## src/rtl/srffe_bank.sv

```systemverilog
// Bank of W independent RS flags: configurable set/reset resolution, optional edge set, auto-clear timeout, sticky overflow, rise pulse.
// One clk edge from s/r/ena to q, q_rise and ovf; no backpressure, every edge is consumed.
module srffe_bank #(
  parameter int W       = 8,
  parameter int MODE    = 0,
  parameter int EDGE    = 0,
  parameter int TIMEOUT = 0,
  parameter int CW      = 16
) (
  input  logic         clk,
  input  logic         clrn,
  input  logic [W-1:0] ena,
  input  logic [W-1:0] s,
  input  logic [W-1:0] r,
  input  logic         clr_all,
  output logic [W-1:0] q,
  output logic [W-1:0] q_rise,
  output logic [W-1:0] ovf,
  output logic         any_q
);

  for (genvar i = 0; i < W; i++) begin : g_ch
    logic se;
    logic re;
    logic tmo_hit;
    logic q_r;
    logic rise_r;
    logic ovf_r;
    logic nq;
    logic novf;

    assign re = ena[i] & r[i];

    if (EDGE != 0) begin : g_edge
      // History samples s regardless of ena and clr_all, so a masked edge is lost for good.
      logic s_d;
      always_ff @(posedge clk) begin
        if (!clrn) s_d <= 1'b0;
        else       s_d <= s[i];
      end
      assign se = ena[i] & s[i] & ~s_d;
    end else begin : g_level
      assign se = ena[i] & s[i];
    end

    if (TIMEOUT > 0) begin : g_tmo
      localparam logic [CW-1:0] LAST = CW'(TIMEOUT - 1);
      logic [CW-1:0] cnt;
      assign tmo_hit = q_r & (cnt == LAST);
      // Counter is zero whenever the flag is low; any set or reset restarts it.
      always_ff @(posedge clk) begin
        if (!clrn || clr_all)                 cnt <= '0;
        else if (se || re || !q_r || tmo_hit) cnt <= '0;
        else                                  cnt <= cnt + CW'(1);
      end
    end else begin : g_notmo
      assign tmo_hit = 1'b0;
    end

    always_comb begin
      nq   = q_r;
      novf = ovf_r;
      if (se && re) begin
        if (MODE == 1) begin
          nq   = 1'b0;
          novf = 1'b0;
        end else if (MODE == 2) begin
          nq = ~q_r;
        end else begin
          nq   = 1'b1;
          novf = ovf_r | q_r;
        end
      end else if (se) begin
        nq   = 1'b1;
        novf = ovf_r | q_r;
      end else if (re) begin
        nq   = 1'b0;
        novf = 1'b0;
      end else if (tmo_hit) begin
        nq = 1'b0;
      end
    end

    always_ff @(posedge clk) begin
      if (!clrn || clr_all) begin
        q_r    <= 1'b0;
        rise_r <= 1'b0;
        ovf_r  <= 1'b0;
      end else begin
        q_r    <= nq;
        rise_r <= nq & ~q_r;
        ovf_r  <= novf;
      end
    end

    assign q[i]      = q_r;
    assign q_rise[i] = rise_r;
    assign ovf[i]    = ovf_r;
  end

  assign any_q = |q;

endmodule
```

## config.mk

```make
export PLATFORM = sky130hd
export DESIGN_NAME = srffe_bank
export DESIGN_NICKNAME = d
export VERILOG_FILES = /design/src/rtl/srffe_bank.sv
export SDC_FILE = /design/constraint.sdc
export NUM_CORES = 1
export LEC_CHECK = 0
export CAP_MARGIN = 5
export CORE_UTILIZATION = 37
export DETAILED_ROUTE_END_ITERATION = 16
export PLACE_DENSITY = 0.74
export RECOVER_POWER = 100
export SETUP_SLACK_MARGIN = 0.05
export SLEW_MARGIN = 10
export SYNTH_ARGS = -nofsm -noshare
export SYNTH_HDL_FRONTEND = slang
export SYNTH_SLANG_ARGS = --single-unit
export TNS_END_PERCENT = 50
```

## constraint.sdc

```tcl
create_clock -name clk -period 0.99 [get_ports clk]
set_input_delay 0.198 -clock clk [delete_from_list [all_inputs] [get_ports clk]]
set_output_delay 0.198 -clock clk [all_outputs]
set_load 0.05 [all_outputs]
```

Yosys cells after proc, flatten, opt, wreduce, memory -nomap -nowiden

Cells that the tools add are included.

Mux-type cells: 48
Bitwise logic cells: 40
Reductions and logical operators: 19

Operators by type and width:

| operator            | number |
|---|---|
| $mux W1             | 48 |
| $and A1 B1 Y1       | 24 |
| $reduce_bool A3 Y1  | 8 |
| $logic_and A1 B1 Y1 | 8 |
| $not A1 Y1          | 8 |
| $or A1 B1 Y1        | 8 |
| $reduce_or A8 Y1    | 1 |
| $logic_not A1 Y1    | 1 |
| $logic_or A1 B1 Y1  | 1 |

Bits in registers: 24
Input bits: 27
Output and inout port bits: 25

Longest topological paths before layout

Word-level depth: 5
Depth in mapped cells: 5
Mapped depth without buffers: 2

Worst setup path before layout

No wires, ideal clock.

Path type: flip-flop to output port
Start point: register g_ch[5].q_r
End point: output port any_q
Arrival: 900 ps
Required time: 792 ps
Setup slack: -108 ps
Cell stages (with the launch flop): 3
Buffers on the path: 0
Path through: dfxtp_1 nor4_1 nand2_1

Longest elaborated chain between the ends: 1

RTL lines:

| item                     | line | text |
|---|---|---|
| start: declaration       | 26   | `logic q_r;` |
| start signal: assignment | 90   | `q_r <= nq;` |
| $reduce_or A8 Y1         | 101  | `assign any_q = \|q;` |
| end: declaration         | 19   | `output logic any_q` |

Every way passes these cells.

Worst setup path in the final report

Start point: register g_ch[3].q_r
End point: output port any_q

Longest elaborated chain between the ends: 1

RTL lines:

| item                     | line |
|---|---|
| start: declaration       | 26 |
| start signal: assignment | 90 |
| $reduce_or A8 Y1         | 101 |

Every way passes these cells.

==> out/qor.txt <==
Reg2Reg Launch Point = g_ch[3].q_r$_SDFF_PP0_
R2R cell count = 4
Distinct cells, synth = 16
final core utilization = 0.724
Diodes inserted = 0
via count = 1137
RSZ-0062 raised after global routing = true
Initial Utilization = 0.393
clk slew on worst S/H paths = 0.14 ns
maximum fanout along the worst path = 2
Mapped Avg Cell Area = 9.37 um2
Post-synth EDFFs = 0
Final Routed Wirelength = 3780 um
vias per cell = 5.03
Die Y-Extent = 58.9 um
final instance area = 2210 um2
core area = 3050 um2
clk_lat worst skew = 0.33 ns
Final min period = 1.44 ns
Final WS setup = -0.445 ns
Worst Max-Slew Pin Slew = 0.263 ns
crit end category = output port
Worst R2R End = g_ch[3].q_r$_SDFF_PP0_
dominant synthesized flop cell = dfxtp_1
reg-to-reg slack, setup = -0.13 ns
Worst Hold Launch = ena[5]
Rel. slew slack = 0.824
ratio of cells with drive above 1 in the final layout = 0.577
Slew Viols, Final = 0
full die area = 3470 um2
Site Rows = 20
Worst EP arrival = 1.24 ns
gr ovfl total = 0
largest net degree at the start of global routing = 14
most common cell in the netlist = buf_4
Final nets = 210
Req. time, crit path = 0.79 ns
fmax = 697 MHz
initial drt markers = 57
Hold Path Stages = 3
maximum VDD drop = 0.578 mV
per-cell routed wire length = 16.7 um
Hold Path End = g_ch[5].rise_r$_SDFF_PP0_
CP startpoint kind = flip-flop
asr flop ratio synth = 0
Seq. cell area = 523 um2
clock sinks = 24
fillers = 196
hold buffers post-CTS = 0
vias in the first global route = 1174
Yosys reg bits = 24
dpl hpwl = 2320 um
synth top area cells = dfxtp_1 (40%), buf_4 (16%), a21bo_2 (6.7%)
PortBufs = 51
IO Pins = 52
syn_nets = 155
worst hold path class = in -> reg
most frequent cells after synthesis = buf_4 (25), dfxtp_1 (24), a21oi_1 (16)
number of max-cap violations = 0
crit share post-route = 1.45
H-tree levels = 1
CTS buffer count = 3
post-placement cell area = 1900 um2
Clock Root Buffer = clkbuf_4
synth warn = 0
RD Place Congestion = 0.785
first-pass GRT wire length = 5340 um
Yosys top cell area share = 0.400
failing checks = negative setup slack
CTS tree = yes
area grow syn2layout = 84.3%
Worst Path Class, Setup = reg -> out
initial antenna violation count = 0
Post-DRT Antenna Nets = 0
status = finished, violations left
endpoints failing setup = 30
Pre-antenna DRT Iters = 4
Leak = 0.839 nW
Hold Violations, Final = 0
Die W = 58.9 um
synthesized area = 1200 um2
Synth Instances = 128
Design Power = 0.00210 W
post-synthesis sequential area ratio = 0.400
DRC = 0
clock skew = 0.00844 ns
Synth area leader = dfxtp_1
area of the multi-input gates = 577 um2
GRT Total Usage = 0.209
CTS Buffer Depth = 2
PD cells = 949 nW/um2
[final cells by class]
type                       count  share of cell area
sequential                    24               0.237
multi-input combinational     68               0.261
tap                           44              0.0249
inverter                       8              0.0136
clock buffer                   4              0.0164
timing repair buffer          78               0.448
[critical path: stages (launching register included)]
cell and delay, ns:
dfxtp_1 0.37, nor4_4 0.29, nand2_2 0.09, buf_6 0.16
[layout by cell type, fill, tap and decap left out, drive strengths merged]
master,instances
buf,51
dfxtp,24
clkdlybuf4s50,23
a21oi,16
nand2,9
inv,8
and2,8
nand3b,8
nor3,8
a21bo,8
o32ai,8
clkbuf,5
nor4,2
dlygate4sd2,2
nand2b,1
dlymetal6s2s,1
[cell families after synthesis]
kind of cell           Yosys count  share of synthesized area
AO/OA/AOI/OAI                   32                      0.226
flip-flops                      24                      0.400
buffers and inverters           36                      0.204
AND/OR/NAND/NOR                 36                      0.169
[metal layers]
metal / share of wire / track usage / vias up
met5: 0 / 0 / -
met4: 0.041 / 0.136 / 0
met3: 0.044 / 0.0396 / 11
met2: 0.52 / 0.370 / 46
met1: 0.40 / 0.226 / 553
li1: - / - / 527
[power by group]
part / internal [W] / total, W / switching, W
combinational: 0.000289 / 0.000552 / 0.000263
clock: 0.000226 / 0.000543 / 0.000318
sequential: 0.000977 / 0.00100 / 0.0000253
total: 0.00149 / 0.00210 / 0.000606
[what timing repair did]
action	CTS	global route
endpoints found under the setup margin	38	37
pin swaps	4	8
buffers inserted	10	8
gates resized for setup	43	23
[worst max-delay path by stage]
stage,from,to,slack (ns)
finish,g_ch[3].q_r$_SDFF_PP0_,any_q,-0.45
global route,g_ch[3].q_r$_SDFF_PP0_,any_q,-0.50
CTS,g_ch[0].q_r$_SDFF_PP0_,any_q,-0.42
detailed placement,clr_all,g_ch[0].ovf_r$_SDFFE_PP0P_,-0.40
global placement,clr_all,g_ch[0].ovf_r$_SDFFE_PP0P_,-0.33
floorplan,g_ch[4].q_r$_SDFF_PP0_,any_q,-0.03
[flip-flops by register name (all words and copies together) (netlist names)]
register,count
g_ch.rise_r,8
g_ch.ovf_r,8
g_ch.q_r,8
[per-stage QoR]
stage          hold WS, ns  worst slack [ns]  setup TNS, ns  std cells
6_report             0.220            -0.445          -3.18        226
5_1_grt              0.244            -0.496          -4.30        226
4_1_cts              0.458            -0.423          -2.42        221
3_5_place_dp         0.506            -0.398          -6.59        208
3_3_place_gp         0.498            -0.329          -6.07        208
2_1_floorplan        0.340           -0.0277        -0.0277        128
Note: power is estimated with default switching activity, not from simulation.
==> patch: new RTL, config.mk and constraints unchanged <==
The parameter `W` goes from 8 to 12.
--- a/src/rtl/srffe_bank.sv
+++ b/src/rtl/srffe_bank.sv
@@ -1,7 +1,7 @@
 // Bank of W independent RS flags: configurable set/reset resolution, optional edge set, auto-clear timeout, sticky overflow, rise pulse.
 // One clk edge from s/r/ena to q, q_rise and ovf; no backpressure, every edge is consumed.
 module srffe_bank #(
-  parameter int W       = 8,
+  parameter int W       = 12,
   parameter int MODE    = 0,
   parameter int EDGE    = 0,
   parameter int TIMEOUT = 0,
Ports: changed (6 resized); port bits go from 52 to 76. The function was not compared with the original's and may differ.
==> patch against the unedited design <==
The run ends with DRC, setup timing left. Global-route usage down 0.46 points. Final area up 52%. Routed wire length up 43%. Register-to-register slack better by 40 ps. Synthesized area up 47%. Power up 64%. Cell count up 44%. Sequential cell count up 12. Clock power up 100%. Count of clock-buffer cells in the layout up 2. Worst setup slack better by 31 ps. Largest cell class unchanged.
==> patch: results (changes against the unedited design) <==
Worst path max stage delay 340 ps (-30 ps); Min-Delay Endpoint g_ch[11].rise_r$_SDFF_PP0_; M1 GR Usage 0.213 (-0.0128); drt total wl 5.39 mm (+43%); hold_sp ena[11]; crit path DAT 1210 ps (-30 ps); placed inst area 2790 µm² (+46%); first-pass GRT wire length 7.78 mm (+46%); Root Driver clkbuf_8; Worst VDD drop 791 µV (+37%); Final Worst Setup Slack -414 ps (+31.1 ps); vias 1,661 (+46%); Netlist cell types 18 (+2); Num CTS Buffers 5 (+2); global-route usage over all layers 0.204 (-0.00463); post-DP HPWL 3.00 mm (+30%); htree depth 2 (+1); synth top area cells dfxtp_1 41%, buf_4 15%, a21bo_2 6.8%; port bufs 75 (+47%); fill count 279 (+42%); Top Registers g_ch.ovf_r x12, g_ch.q_r x12, g_ch.rise_r x12; worst skew pair latency 290 ps (-40 ps); r2r setup slk -90 ps (+40 ps); status complete, but fails checks; Setup-failing EPs final 20 (-33%); Lkg Pwr 1.31 nW (+56%); met3 Track Usage GR 0.0641 (+0.0245); Post-Syn Area per Cell 9.25 µm² (-1.3%); fin cells 326 (+44%); final-stage net count 312 (+49%); hold slack 325 ps (+105 ps); clk slew on worst S/H paths 70 ps (-70 ps); RD Place Congestion 0.766 (-2.5%); DRC 6 (+6); worst r2r dst g_ch[4].q_r$_SDFF_PP0_; top cells by count, synth 36 x buf_4, 36 x dfxtp_1, 24 x a21oi_1; Fin Setup TNS -2030 ps (+1140 ps); Max transition margin 0.817 (-0.00692); Net Sw Frac 0.278 (-0.0105); violated checks DRC, setup timing; syn nets 230 (+48%)
patch: changes by cell type after synthesis, sizes merged:
| cell | before | now |
|---|---|---|
| nor4 | 2 | 3 |
| nand2 | 9 | 12 |
| clkbuf | 0 | 1 |
| a21oi | 16 | 24 |
| dfxtp | 24 | 36 |
| and2 | 8 | 12 |
| buf | 28 | 41 |
| inv | 8 | 12 |
| a21bo | 8 | 12 |
| nor3 | 8 | 12 |
| nand3b | 8 | 12 |
| nand3 | 0 | 1 |
| o32ai | 8 | 12 |
patch: layout make-up:
cell class | count | share of cell area
timing repair buffer | 117 | 0.454
multi-input combinational | 101 | 0.254
inverter | 12 | 0.0134
clock inverter | 2 | 0.00297
sequential | 36 | 0.232
clock buffer | 6 | 0.0245
tap | 52 | 0.0193
patch: worst max-delay path by stage:
stage / cells past startpoint / slack (ps) / endpoint / start
floorplan: 2 / -100 / any_q / g_ch[2].q_r$_SDFF_PP0_
global placement: 5 / -320 / g_ch[11].q_r$_SDFF_PP0_ / clr_all
detailed placement: 4 / -380 / g_ch[10].ovf_r$_SDFFE_PP0P_ / clr_all
CTS: 3 / -420 / any_q / g_ch[11].q_r$_SDFF_PP0_
global route: 3 / -470 / any_q / g_ch[2].q_r$_SDFF_PP0_
finish: 3 / -410 / any_q / g_ch[2].q_r$_SDFF_PP0_
patch: cells by family after synthesis:
logic type | count (synthesis)
buffers and inverters | 54
AOI/OAI and AO/OA | 48
and+or+nand+nor | 53
DFF | 36
patch: metrics by stage:
stage / worst slack (ps) / total power [mW] / utilization
4_1_cts: -419 / 3.42 / 0.731
2_1_floorplan: -104 / 1.88 / -
3_5_place_dp: -382 / 2.24 / 0.623
3_3_place_gp: -322 / 2.23 / 0.623
6_report: -414 / 3.44 / 0.753
5_1_grt: -465 / 3.56 / 0.753
patch: what timing repair did:
| action | in CTS | in global routing |
|---|---|---|
| pin swaps | 8 | 16 |
| setup endpoints to repair | 55 | 51 |
| setup buffers | 16 | 12 |
| gates resized for setup | 66 | 31 |
| cloned | 3 | 0 |
patch: tightest hold or removal path, cell delays in order:
cell and delay [ps]:
dlymetal6s2s_1 190, nand2_1 130, nor3_1 60
patch: per-layer routing:
metal	wire length, µm	up-vias	part of all wire
li1	-	796	-
met1	2110	794	0.39
met2	2930	61	0.54
met3	273	10	0.051
met4	80	0	0.015
met5	0	-	0
patch: power by group through the flow:
stage / registers (mW) / clock network [mW] / logic [mW]
after global placement: 1.54 / 0 / 0.694
after global routing: 1.51 / 1.17 / 0.877
after detailed placement: 1.54 / 0 / 0.701
final: 1.50 / 1.09 / 0.841
after floorplan: 1.53 / 0 / 0.344
after CTS: 1.51 / 1.10 / 0.815
